==> config.mk <==
export PLATFORM = sky130hd
export DESIGN_NAME = window_stream_3x3
export DESIGN_NICKNAME = d
export VERILOG_FILES = /design/src/rtl/window_pkg.sv /design/src/rtl/line_buffer.sv /design/src/rtl/window_stream_3x3.sv
export SDC_FILE = /design/constraint.sdc
export NUM_CORES = 1
export LEC_CHECK = 0
export BUFFER_PORTS_ARGS = -buffer_cell sky130_fd_sc_hd__buf_2
export CORE_ASPECT_RATIO = 1.75
export CORE_UTILIZATION = 35
export DETAILED_ROUTE_END_ITERATION = 16
export SLEW_MARGIN = 40
export SYNTH_ARGS = -nofsm -noshare
export SYNTH_HDL_FRONTEND = slang
export SYNTH_HIERARCHICAL = 1
export SYNTH_SLANG_ARGS = --single-unit
==> constraint.sdc <==
create_clock -name clk -period 6.1 [get_ports clk]
set_clock_uncertainty 0.1 [all_clocks]
set_input_delay 0.61 -clock clk [delete_from_list [all_inputs] [get_ports clk]]
set_output_delay 0.61 -clock clk [all_outputs]
set_load 0.02 [all_outputs]
==> src/rtl/window_pkg.sv <==
// Shared definitions for the 3x3 window stream and its downstream pooling stage.
// KSIZE   : kernel edge length (3)
// win_w   : packed window width for a given pixel width
// win_idx : element (r,c) slot number; the element lives at [win_idx(r,c)*DWIDTH +: DWIDTH]
package window_pkg;

    localparam int KSIZE = 3;

    function automatic int win_w(input int dwidth);
        return KSIZE * KSIZE * dwidth;
    endfunction

    function automatic int win_idx(input int r, input int c);
        return r * KSIZE + c;
    endfunction

endpackage

==> src/rtl/line_buffer.sv <==
// Single-port line store with a synchronous write and an asynchronous read.
// The contents are never reset; rows are gated downstream until they hold valid data.
// Ports:
//   clk  : rising-edge clock
//   we   : write enable
//   addr : shared read/write address (column)
//   din  : data written at addr on the clock edge when we=1
//   dout : current contents at addr (combinational read)
module line_buffer #(
    parameter int DWIDTH = 8,
    parameter int DEPTH  = 64
) (
    input  logic                     clk,
    input  logic                     we,
    input  logic [$clog2(DEPTH)-1:0] addr,
    input  logic [DWIDTH-1:0]        din,
    output logic [DWIDTH-1:0]        dout
);

    logic [DWIDTH-1:0] mem [DEPTH];

    always_ff @(posedge clk) begin
        if (we) begin
            mem[addr] <= din;
        end
    end

    assign dout = mem[addr];

endmodule

==> src/rtl/window_stream_3x3.sv <==
// Converts a raster-order pixel stream into 3x3 sliding windows.
// Two line buffers hold the previous two lines; a 3x3 register array shifts left by one
// column per accepted pixel, and the freshly shifted window is registered as the output.
// Ports:
//   clk, rst   : clock and asynchronous active-high reset
//   pix_in     : input pixel
//   pix_sof    : start of frame, forces the accepted pixel to position (0,0)
//   pix_valid  : input handshake valid
//   pix_ready  : input handshake ready (free output register or draining one)
//   win_out    : window, element (r,c) at [(r*3+c)*DWIDTH +: DWIDTH], r=0 top, c=0 left
//   win_valid  : output handshake valid
//   win_ready  : output handshake ready
//   win_last   : marks the final window of a frame
module window_stream_3x3
    import window_pkg::*;
#(
    parameter int DWIDTH = 8,
    parameter int IMG_W  = 64,
    parameter int IMG_H  = 64
) (
    input  logic                            clk,
    input  logic                            rst,
    input  logic [DWIDTH-1:0]               pix_in,
    input  logic                            pix_sof,
    input  logic                            pix_valid,
    output logic                            pix_ready,
    output logic [KSIZE*KSIZE*DWIDTH-1:0]   win_out,
    output logic                            win_valid,
    input  logic                            win_ready,
    output logic                            win_last
);

    localparam int WIN_W = win_w(DWIDTH);
    localparam int COL_W = $clog2(IMG_W);
    localparam int ROW_W = $clog2(IMG_H);

    localparam logic [COL_W-1:0] COL_LAST = COL_W'(IMG_W - 1);
    localparam logic [ROW_W-1:0] ROW_LAST = ROW_W'(IMG_H - 1);
    localparam logic [COL_W-1:0] COL_MIN  = COL_W'(KSIZE - 1);
    localparam logic [ROW_W-1:0] ROW_MIN  = ROW_W'(KSIZE - 1);

    logic [COL_W-1:0]  col_q, col_d, cur_col;
    logic [ROW_W-1:0]  row_q, row_d, cur_row;
    logic [WIN_W-1:0]  win_q, win_d, win_shift;
    logic              win_valid_q, win_valid_d;
    logic              win_last_q, win_last_d;
    logic              acc;
    logic [DWIDTH-1:0] lb1_dout, lb2_dout;

    assign pix_ready = !win_valid_q | win_ready;
    assign acc       = pix_valid & pix_ready;

    // A start-of-frame pixel is placed at (0,0) regardless of where the counters were.
    always_comb begin
        cur_col = col_q;
        cur_row = row_q;
        if (pix_sof) begin
            cur_col = '0;
            cur_row = '0;
        end
    end

    // lb1 holds line row-1 and lb2 line row-2; on each accept the column moves down one line.
    line_buffer #(.DWIDTH(DWIDTH), .DEPTH(IMG_W)) u_lb1 (
        .clk  (clk),
        .we   (acc),
        .addr (cur_col),
        .din  (pix_in),
        .dout (lb1_dout)
    );

    line_buffer #(.DWIDTH(DWIDTH), .DEPTH(IMG_W)) u_lb2 (
        .clk  (clk),
        .we   (acc),
        .addr (cur_col),
        .din  (lb1_dout),
        .dout (lb2_dout)
    );

    // Left shift of the window; the new right column is the vertical slice at cur_col.
    always_comb begin
        win_shift = win_q;
        for (int r = 0; r < KSIZE; r++) begin
            for (int c = 0; c < KSIZE - 1; c++) begin
                win_shift[win_idx(r, c)*DWIDTH +: DWIDTH] = win_q[win_idx(r, c + 1)*DWIDTH +: DWIDTH];
            end
        end
        win_shift[win_idx(0, KSIZE - 1)*DWIDTH +: DWIDTH] = lb2_dout;
        win_shift[win_idx(1, KSIZE - 1)*DWIDTH +: DWIDTH] = lb1_dout;
        win_shift[win_idx(2, KSIZE - 1)*DWIDTH +: DWIDTH] = pix_in;
    end

    // Counters and output register. An accept always replaces the output, so a drain and
    // a new window in the same cycle leave no bubble; windows whose rows or columns would
    // reach into stale data are marked invalid.
    always_comb begin
        col_d       = col_q;
        row_d       = row_q;
        win_d       = win_q;
        win_valid_d = win_valid_q;
        win_last_d  = win_last_q;
        if (acc) begin
            if (cur_col == COL_LAST) begin
                col_d = '0;
                row_d = (cur_row == ROW_LAST) ? '0 : cur_row + 1'b1;
            end else begin
                col_d = cur_col + 1'b1;
                row_d = cur_row;
            end
            win_d       = win_shift;
            win_valid_d = (cur_row >= ROW_MIN) && (cur_col >= COL_MIN);
            win_last_d  = (cur_row == ROW_LAST) && (cur_col == COL_LAST);
        end else if (win_ready) begin
            win_valid_d = 1'b0;
        end
    end

    always_ff @(posedge clk or posedge rst) begin
        if (rst) begin
            col_q       <= '0;
            row_q       <= '0;
            win_q       <= '0;
            win_valid_q <= 1'b0;
            win_last_q  <= 1'b0;
        end else begin
            col_q       <= col_d;
            row_q       <= row_d;
            win_q       <= win_d;
            win_valid_q <= win_valid_d;
            win_last_q  <= win_last_d;
        end
    end

    assign win_out   = win_q;
    assign win_valid = win_valid_q;
    assign win_last  = win_last_q;

endmodule

==> metrics.yaml <==
run_status:
  status: "finished, final reports clean"
worst_setup_path:
  critPathMaxStageDelay_ns: 0.66
  path_cells: "nand2b_1 -> inv_6 -> inv_1 -> buf_4 -> and3_1 -> a211oi_1 -> o22ai_1 -> or4b_2 -> buf_4"
  critPathLaunchType: "flop"
  worst_path_most_repeated_cell: "buf_4"
  cp_max_fo: 79
  crit_buf_inv: 4
  r2r_start: "col_q[0]"
  crit_path_end_kind: "flop"
  crit_required_ns: 6.36
  worst-endpoint-arrival_ns: 4.78
  slowest_stage: "or4b_2"
  cpLargestDelayFamily: "buffers and inverters"
  critPathKind: "flop to flop"
  startpoint: "col_q[0]"
final_layout:
  multi_input_area_sq_um: 10600
  syn_to_final_growth_pct: 14.8
  final_nets: 2921
  seqCellArea_sq_um: 32900
  drive_gt1_frac: 0.195
  nFillCells: 11300
timing:
  hold_ws_ns: 0.0965
  finalCriticalPeriod_ns: 4.52
  setup_viol: 0
  fin_crit_sh: 0.741
  worst_pin_slew_ns: 0.896
  grt_setup_unrepaired: "no"
  hold_viol: 0
  fmax_mhz: 221
  slew_violations: 0
  slew_headroom: 0.401
  tns_ns: 0
routing:
  wl_mm: 123
  final_antenna_net_count: 0
  wl_per_cell_microns: 26.6
  vias_per_cell: 5.49
  first_pass_iters: 6
  route.detailed.drc: 0
  vias: 25500
  drt_iter0_markers: 2299
yosys:
  ys_ff_latch: 1110
  synthArstFlopShare: 0.0775
  synth-adder-area-share: 0.00113
  synthCells: 2733
  yosysSeqAreaShare: 0.745
  synth_edf_count: 1024
  synth_fp_nets: 2750
  synth_cell_type_count: 63
  synth_xor_area_frac: 0.000198
  synth_top_family_by_area: "compound AO/OA/AOI/OAI gates"
  synth_compound_area_frac: 0.0791
  ys_warn_count: 6
  netlist_area_sq_um: 44200
  synth_top_flop_cell: "edfxtp_1"
  synth_mux_area_frac: 0.0767
  yosys.area_share.simple: 0.0766
  synth_area_per_cell_sq_um: 16.2
placement:
  hpwlAfterDp_mm: 80.2
  io_buffer_count: 87
  gp_congestion: 0.893
global_routing:
  grt_usage: 0.191
  grt_overflow_total: 0
  grt_first_pass_wirelength_mm: 178
  grt_max_degree: 108
  antenna_found_initial: 2
  grt_pass1_vias: 25800
floorplanning:
  die_w_microns: 271
  coreArea_sq_um: 125000
  boundaryPins: 88
  start_util: 0.352
  row_count: 172
  die_h_microns: 472
  dieArea_sq_um: 128000
power_and_ir_drop:
  power.total_mw: 16.8
  power_density_nw_per_um2: 332
  ir_drop_mv: 0.198
  leakage_nw: 16.7
clock_tree:
  cts-resized-gates: 0
  clock_latency_ns: 0.71
  cts_tree: "yes"
  cts_buffer_depth: 3
  h-tree-depth: 3
  cts_sinks: 1110
  cts_made_buffers: 102
  cts_root_buf: "clkbuf_16"
  clk_pin_slew_ns: 0.07
min_path:
  hp-class: "input port to flop"
  min_from: "pix_valid"
flow_run:
  drv_cap: 0
-- final cells by class --
type                       instances  area share
tap                             1653      0.0408
clock buffer                     118      0.0532
clock inverter                    71      0.0111
sequential                      1110       0.649
timing repair buffer             252      0.0370
antenna                            2   0.0000987
inverter                          12     0.00106
multi-input combinational       1426       0.208
-- worst paths after layout --
check	end	slack [ns]	cells past startpoint
setup / recovery	u_lb2/mem[3][5]	1.58	9
max in group asynchronous	win_out[65]	4.64	4
min in group asynchronous	win_out[39]	0.34	3
setup reg to reg	u_lb2/mem[3][5]	1.58	9
hold reg to reg	win_out[53]	0.37	2
hold / removal	win_valid	0.1	3
-- power by group --
part           internal, mW  switching, mW
Clock                  3.47           2.80
Combinational         0.555           1.29
Sequential             8.64         0.0783
Total                  12.7           4.16
-- metrics by stage --
step	area (sq um)	instances	worst slack [ns]	utilization
after floorplan	44200	2733	1.58	-
after global placement	47100	4445	1.16	0.376
after detailed placement	47300	4448	1.16	0.377
after CTS	50600	4638	1.59	0.403
after global routing	50700	4643	1.39	0.404
final	50700	4644	1.58	0.404
-- Yosys cell counts, types with 12 or more instances --
| library cell | n | share of area |
|---|---|---|
| nand2_1 | 315 | 0.027 |
| mux2_1 | 14 | 0.0036 |
| a22oi_1 | 80 | 0.014 |
| a32oi_1 | 14 | 0.0028 |
| o22a_1 | 22 | 0.0044 |
| edfxtp_1 | 1024 | 0.70 |
| o21ai_0 | 26 | 0.0029 |
| nand3b_1 | 25 | 0.0042 |
| mux4_2 | 82 | 0.042 |
| nor2_1 | 167 | 0.014 |
| and2_1 | 18 | 0.0025 |
| o2bb2ai_1 | 14 | 0.0028 |
| buf_1 | 14 | 0.0012 |
| clkbuf_1 | 76 | 0.0065 |
| a211oi_1 | 12 | 0.0020 |
| and3_1 | 22 | 0.0031 |
| o22ai_1 | 45 | 0.0064 |
| a22o_1 | 21 | 0.0042 |
| nor2b_1 | 22 | 0.0031 |
| buf_6 | 12 | 0.0031 |
| inv_1 | 12 | 0.0010 |
| buf_2 | 74 | 0.0084 |
| a31oi_1 | 31 | 0.0044 |
| o221ai_1 | 19 | 0.0038 |
| nand2b_1 | 53 | 0.0075 |
| a221oi_1 | 42 | 0.0083 |
| a221o_1 | 22 | 0.0050 |
| nand3_1 | 20 | 0.0023 |
| dfrtp_1 | 86 | 0.049 |
| o31ai_1 | 12 | 0.0020 |
| and4_1 | 12 | 0.0024 |
| mux2i_1 | 127 | 0.029 |
| a21oi_1 | 61 | 0.0069 |
-- sequential cells by signal, summed over array words and instances, names as in the netlist --
register	cells
row_q	6
col_q	6
u_lb2/mem	512
win_valid	1
win_out	72
u_lb1/mem	512
win_last	1
-- routing by layer --
layer  vias to the layer above  wire, microns  track usage
met2                       961          67100        0.358
met5                         -             16            0
li1                      11100              -            -
met3                       286           6070       0.0246
met4                         2           7750        0.116
met1                     13200          42400        0.202
-- worst reg2reg max path: cells and delay by family (launching register included) --
family | cells | cell delay, ns
flip-flops | 1 | 0.38
AND/OR/NAND/NOR | 3 | 0.98
AO/OA/AOI/OAI | 2 | 0.74
buffers and inverters | 4 | 1.92
-- logic make-up (layout without fill, tap and decap cells) --
logic type	after synthesis	in the layout
DFF	1110	1110
and+or+nand+nor	716	716
xor gates and xnor gates	1	1
adders and majority gates	4	4
other	0	2
buffers and inverters	197	453
muxes	233	233
AOI/OAI and AO/OA	472	472
-- timing repair --
| item | 4_1_cts | 5_1_grt |
|---|---|---|
| hold buffers | 1 | 0 |
| buffers inserted | 0 | 0 |
| endpoints found under the setup margin | 0 | 0 |
| hold endpoints to repair | 30 | 0 |
-- cells in the final DEF (no fill, tap or decap), types with 25 or more instances in the layout --
master	count
nand2_1	314
nand3b_1	25
a31oi_1	25
nor2_1	132
a22oi_1	80
mux2i_1	126
mux4_2	82
clkinv_2	26
a221oi_1	42
nand2b_1	53
o22ai_1	45
dfrtp_1	86
edfxtp_1	1024
a21oi_1	61
nor2_2	35
clkinv_1	26
buf_4	145
buf_2	87
clkbuf_16	106
o21ai_0	26
Power figures use the tool's default switching activity.
